**config.mk**
```make
export PLATFORM = sky130hd
export DESIGN_NAME = dmem_io_responder
export DESIGN_NICKNAME = d
export VERILOG_FILES = /design/src/rtl/dmem_io_responder.sv
export SDC_FILE = /design/constraint.sdc
export NUM_CORES = 2
export LEC_CHECK = 0
export CORE_MARGIN = 2
export CORE_UTILIZATION = 40
export CTS_CLUSTER_DIAMETER = 80
export DETAILED_ROUTE_END_ITERATION = 6
export PLACE_DENSITY = 0.59
export SLEW_MARGIN = 20
export SYNTH_ARGS = -nofsm -noshare
export SYNTH_HDL_FRONTEND = slang
export SYNTH_SLANG_ARGS = --single-unit
```
**constraint.sdc**
```tcl
create_clock -name clk -period 10.45 [get_ports clk]
set_clock_uncertainty 0.05 [all_clocks]
set_input_delay 2.09 -clock clk [delete_from_list [all_inputs] [get_ports clk]]
set_output_delay 2.09 -clock clk [all_outputs]
set_load 0.03 [all_outputs]
```
**src/rtl/dmem_io_responder.sv**
```systemverilog
// dmem_io_responder: data-side responder for the 8-bit pipelined CPU.
// Holds the 240-byte data RAM, the two display registers and a keyboard
// receive FIFO with a status register. Reads are combinational.
module dmem_io_responder #(
   parameter int unsigned KB_DEPTH_LOG2 = 2
) (
   input  logic       clk,
   input  logic       rst,
   input  logic [7:0] Address_DM,
   input  logic [7:0] Data_out_DM,
   input  logic       MW,
   input  logic       MR,
   output logic [7:0] Data_in_DM,
   input  logic [7:0] KB,
   input  logic       kb_valid,
   output logic [7:0] Output_LSB,
   output logic [7:0] Output_MSB,
   output logic       kb_irq
);

   localparam int unsigned DEPTH    = 1 << KB_DEPTH_LOG2;
   localparam int unsigned CNT_W    = KB_DEPTH_LOG2 + 1;
   localparam int unsigned RAM_SIZE = 240;

   localparam logic [7:0] ADDR_OUT_LSB = 8'hF0;
   localparam logic [7:0] ADDR_OUT_MSB = 8'hF1;
   localparam logic [7:0] ADDR_KB_DATA = 8'hF2;
   localparam logic [7:0] ADDR_STATUS  = 8'hF3;

   logic [7:0]               ram     [RAM_SIZE];
   logic [7:0]               kb_mem  [DEPTH];
   logic [KB_DEPTH_LOG2-1:0] rd_ptr;
   logic [KB_DEPTH_LOG2-1:0] wr_ptr;
   logic [CNT_W-1:0]         kb_count;
   logic                     overflow;

   logic is_ram_c;
   logic fifo_empty_c;
   logic fifo_full_c;
   logic pop_c;
   logic push_c;
   logic ovf_set_c;
   logic ovf_clr_c;

   // Access decode and FIFO event qualification
   always_comb begin
      is_ram_c     = (Address_DM < ADDR_OUT_LSB);
      fifo_empty_c = (kb_count == '0);
      fifo_full_c  = (kb_count == CNT_W'(DEPTH));
      pop_c        = MR && (Address_DM == ADDR_KB_DATA) && !fifo_empty_c;
      push_c       = kb_valid && (!fifo_full_c || pop_c);
      ovf_set_c    = kb_valid && fifo_full_c && !pop_c;
      ovf_clr_c    = MW && (Address_DM == ADDR_STATUS) && Data_out_DM[1];
   end

   assign kb_irq = !fifo_empty_c;

   // Data RAM: contents are never cleared, but a write landing during reset is dropped
   always_ff @(posedge clk or negedge rst) begin
      if (!rst) begin
      end else if (MW && is_ram_c) begin
         ram[Address_DM] <= Data_out_DM;
      end
   end

   // Keyboard FIFO storage; stale entries are harmless since pointers reset
   always_ff @(posedge clk) begin
      if (push_c) begin
         kb_mem[wr_ptr] <= KB;
      end
   end

   // Display output registers
   always_ff @(posedge clk or negedge rst) begin
      if (!rst) begin
         Output_LSB <= 8'h00;
         Output_MSB <= 8'h00;
      end else if (MW) begin
         if (Address_DM == ADDR_OUT_LSB) Output_LSB <= Data_out_DM;
         if (Address_DM == ADDR_OUT_MSB) Output_MSB <= Data_out_DM;
      end
   end

   // FIFO pointers, occupancy and sticky overflow (set beats clear)
   always_ff @(posedge clk or negedge rst) begin
      if (!rst) begin
         rd_ptr   <= '0;
         wr_ptr   <= '0;
         kb_count <= '0;
         overflow <= 1'b0;
      end else begin
         if (pop_c)  rd_ptr <= rd_ptr + KB_DEPTH_LOG2'(1);
         if (push_c) wr_ptr <= wr_ptr + KB_DEPTH_LOG2'(1);
         case ({push_c, pop_c})
            2'b10:   kb_count <= kb_count + CNT_W'(1);
            2'b01:   kb_count <= kb_count - CNT_W'(1);
            default: kb_count <= kb_count;
         endcase
         if (ovf_set_c)      overflow <= 1'b1;
         else if (ovf_clr_c) overflow <= 1'b0;
      end
   end

   // Combinational read mux
   always_comb begin
      Data_in_DM = 8'h00;
      if (is_ram_c) begin
         Data_in_DM = ram[Address_DM];
      end else begin
         case (Address_DM)
            ADDR_OUT_LSB: Data_in_DM = Output_LSB;
            ADDR_OUT_MSB: Data_in_DM = Output_MSB;
            ADDR_KB_DATA: Data_in_DM = fifo_empty_c ? 8'h00 : kb_mem[rd_ptr];
            ADDR_STATUS:  Data_in_DM = {5'b0, fifo_full_c, overflow, !fifo_empty_c};
            default:      Data_in_DM = 8'h00;
         endcase
      end
   end

endmodule
```
==> results.json <==
{
  "crit_arrival_ps": 7070,
  "stdcell_area_mm2": 0.08712,
  "min_period_ps": 9215,
  "cap_violations": 0,
  "ys.warnings.count": 0,
  "p_leak_uw": 0.02696,
  "core_area_mm2": 0.1922,
  "num_vias": 39810,
  "antenna_found_initial": 7,
  "synth_edf_count": 1952,
  "ioPinCount": 54,
  "initial_core_util_pct": 40.17,
  "rsz0062_at_grt": "no",
  "end_kind": "primary output",
  "synth_area_mm2": 0.07719,
  "syn-num-nets": 3803,
  "overflow": 0,
  "power_density_mw_per_mm2": 193.4,
  "max_slew_margin_pct": 15.58,
  "holdWs_ps": 438.2,
  "grtUsageTotal_pct": 22.44,
  "avgSynthCellArea_um2": 20.48,
  "drive_above_1_share_pct": 21.81,
  "cts_tree": "done",
  "min_from": "kb_count[2]$_DFFE_PN0P_",
  "synth_area_leaders": "edfxtp_1 76%, mux4_2 12%, mux2i_1 1.8%, nor2_1 1.5%, a22oi_1 1.1%",
  "drtPass1Iterations": 6,
  "path_class": "input pin to primary output",
  "clock-sinks": 1976,
  "die_h_um": 443.3,
  "post_drt_wl_per_cell_um": 33.82,
  "fin_tns_setup_ps": 0,
  "hold_viol": 0,
  "setup_viol": 0,
  "area_growth_pct": 12.86,
  "wl_um": 222900,
  "die_area_mm2": 0.1965,
  "synth.top_cell.area_share_pct": 75.93,
  "holdBufCountCts": 0,
  "cts-root-buf": "clkbuf_16",
  "synth-async-reset-ratio_pct": 1.215,
  "nets": 3936,
  "utilization_pct": 45.33,
  "synthCells": 3769,
  "io_buffers": 53,
  "post_cts_buffers": 0,
  "reg2reg_from": "kb_count[0]$_DFFE_PN0P_",
  "cts-resized-gates": 0,
  "whs_path_depth": 1,
  "hp-class": "flip-flop to flip-flop",
  "fp.dieW_um": 443.3,
  "viasPerCell": 6.039,
  "fmax_mhz": 108.5,
  "synth_seq_cells": 1976,
  "reg2reg_depth": 10,
  "synthDistinctLibCells": 71,
  "cp_max_fo": 31,
  "worstSetupStartpointType": "input pin",
  "ys_seq_area_share_pct": 76.71,
  "drcViolationCount": 0,
  "r2r_slack_ps": 7810,
  "outcome": "complete, no violations",
  "cts_buffers": 197,
  "ys.flop_type": "edfxtp_1",
  "fin_ws_ps": 1235,
  "drt_iter0_markers": 5997,
  "synth_top_area_cell": "edfxtp_1",
  "hold_path_end": "kb_count[2]$_DFFE_PN0P_",
  "ir_drop_mv": 0.1671,
  "worstPathRequired_ps": 8310,
  "rows": 161,
  "cts_max_level": 4,
  "place_ws_ps": 1432,
  "grt_pass1_vias": 39100,
  "grt_pass1_wl_um": 311700,
  "period_share_pct": 88.18,
  "r2r-end": "kb_count[2]$_DFFE_PN0P_",
  "grt_start_max_net_pins": 146,
  "antenna_left": 0,
  "clockBufferDepth": 3,
  "dpl.hpwl_um": 139900,
  "worst_pin_slew_ps": 1263,
  "drv_slew": 0,
  "globalplace.congestion": 0.9056,
  "dpl_cell_area_mm2": 0.08060,
  "clk_pin_slew_ps": 60,
  "insertion_delay_ps": 820
}
## registers in the layout, indices dropped and copies added (netlist names)
name and count:
rd_ptr 2, kb_mem 32, overflow 1, ram 1920
wr_ptr 2, Output_LSB 8, Output_MSB 8, kb_count 3
## routing by layer
layer	track usage, %	share of wire, %
met1	32.03	41
met2	34.08	46
met3	4.322	8.8
met4	8.966	4.2
met5	0	0.014
## worst max path at each step
stage / from / to
finish: Address_DM[4] / Data_in_DM[2]
global route: Address_DM[6] / Data_in_DM[4]
CTS: Address_DM[4] / Data_in_DM[2]
detailed placement: Address_DM[4] / Data_in_DM[2]
global placement: Address_DM[4] / Data_in_DM[2]
floorplan: Address_DM[1] / Data_in_DM[3]
## through the flow
step	power, uW	instances
2_1_floorplan	9427	3769
3_3_place_gp	9879	6229
3_5_place_dp	9890	6229
4_1_cts	16910	6589
5_1_grt	17260	6591
6_report	16850	6592
## where the power goes
group / leakage [uW] / total (uW) / internal (uW) / switching, uW
registers: 0.0179 / 8780 / 8760 / 20.3
clock network: 0.00313 / 7120 / 3980 / 3140
logic: 0.00597 / 946 / 300 / 646
total: 0.0270 / 16800 / 13000 / 3810
## cells in the mapped netlist, types with 29 or more instances
cell type and count:
edfxtp_1 1952, nor2_1 302, clkbuf_1 74, mux4_2 423
buf_2 58, nand3_1 49, buf_6 29, buf_4 51
mux2_2 38, a21oi_1 44, nand2_1 138, o22ai_1 30
a22oi_1 109, mux2i_1 139
## kinds of logic after synthesis
family                     count (synthesis)  share of synthesized area, %
muxes                                    600                         14.70
buffers and inverters                    238                         1.796
and+or+nand+nor                          598                         3.435
adders and majority gates                  5                       0.09077
xor gates and xnor gates                   5                       0.05673
AOI/OAI and AO/OA                        347                         3.211
DFF                                     1976                         76.71
## placed cells by master, fill, tap and decap left out, drive strengths merged, types with 10 or more instances in the layout
| master | n |
|---|---|
| nor2 | 303 |
| a22o | 12 |
| dfrtp | 24 |
| buf | 117 |
| a22oi | 109 |
| nand3 | 49 |
| clkbuf | 254 |
| nand2 | 138 |
| a211oi | 16 |
| a31oi | 16 |
| edfxtp | 1952 |
| o2111ai | 10 |
| nand4 | 19 |
| clkinv | 85 |
| o22ai | 30 |
| mux2i | 139 |
| mux4 | 423 |
| a221oi | 20 |
| o21ai | 33 |
| inv | 12 |
| and3 | 14 |
| clkdlybuf4s50 | 38 |
| nor3 | 11 |
| o211ai | 11 |
| nor2b | 12 |
| a21oi | 44 |
| bufinv | 18 |
| mux2 | 38 |
## critical path, cell delays in order
cell and delay, ps:
buf_2 890, nand2_1 910, a2111oi_0 690, a21oi_1 100, a311oi_1 760, nor3_1 250, a21oi_1 560, clkdlybuf4s50_1 790
## cell type report
cell class | count | area (um2)
clock inverters | 114 | 1366
flip-flops and latches | 1976 | 59220
clock buffers | 246 | 5144
fillers | 16270 | 105100
repair buffers | 163 | 1518
diodes | 3 | 7.507
well taps | 2526 | 3161
inverters | 9 | 35.03
multi-input cells | 1555 | 16670
No activity file was read; power rests on OpenSTA's default activity.
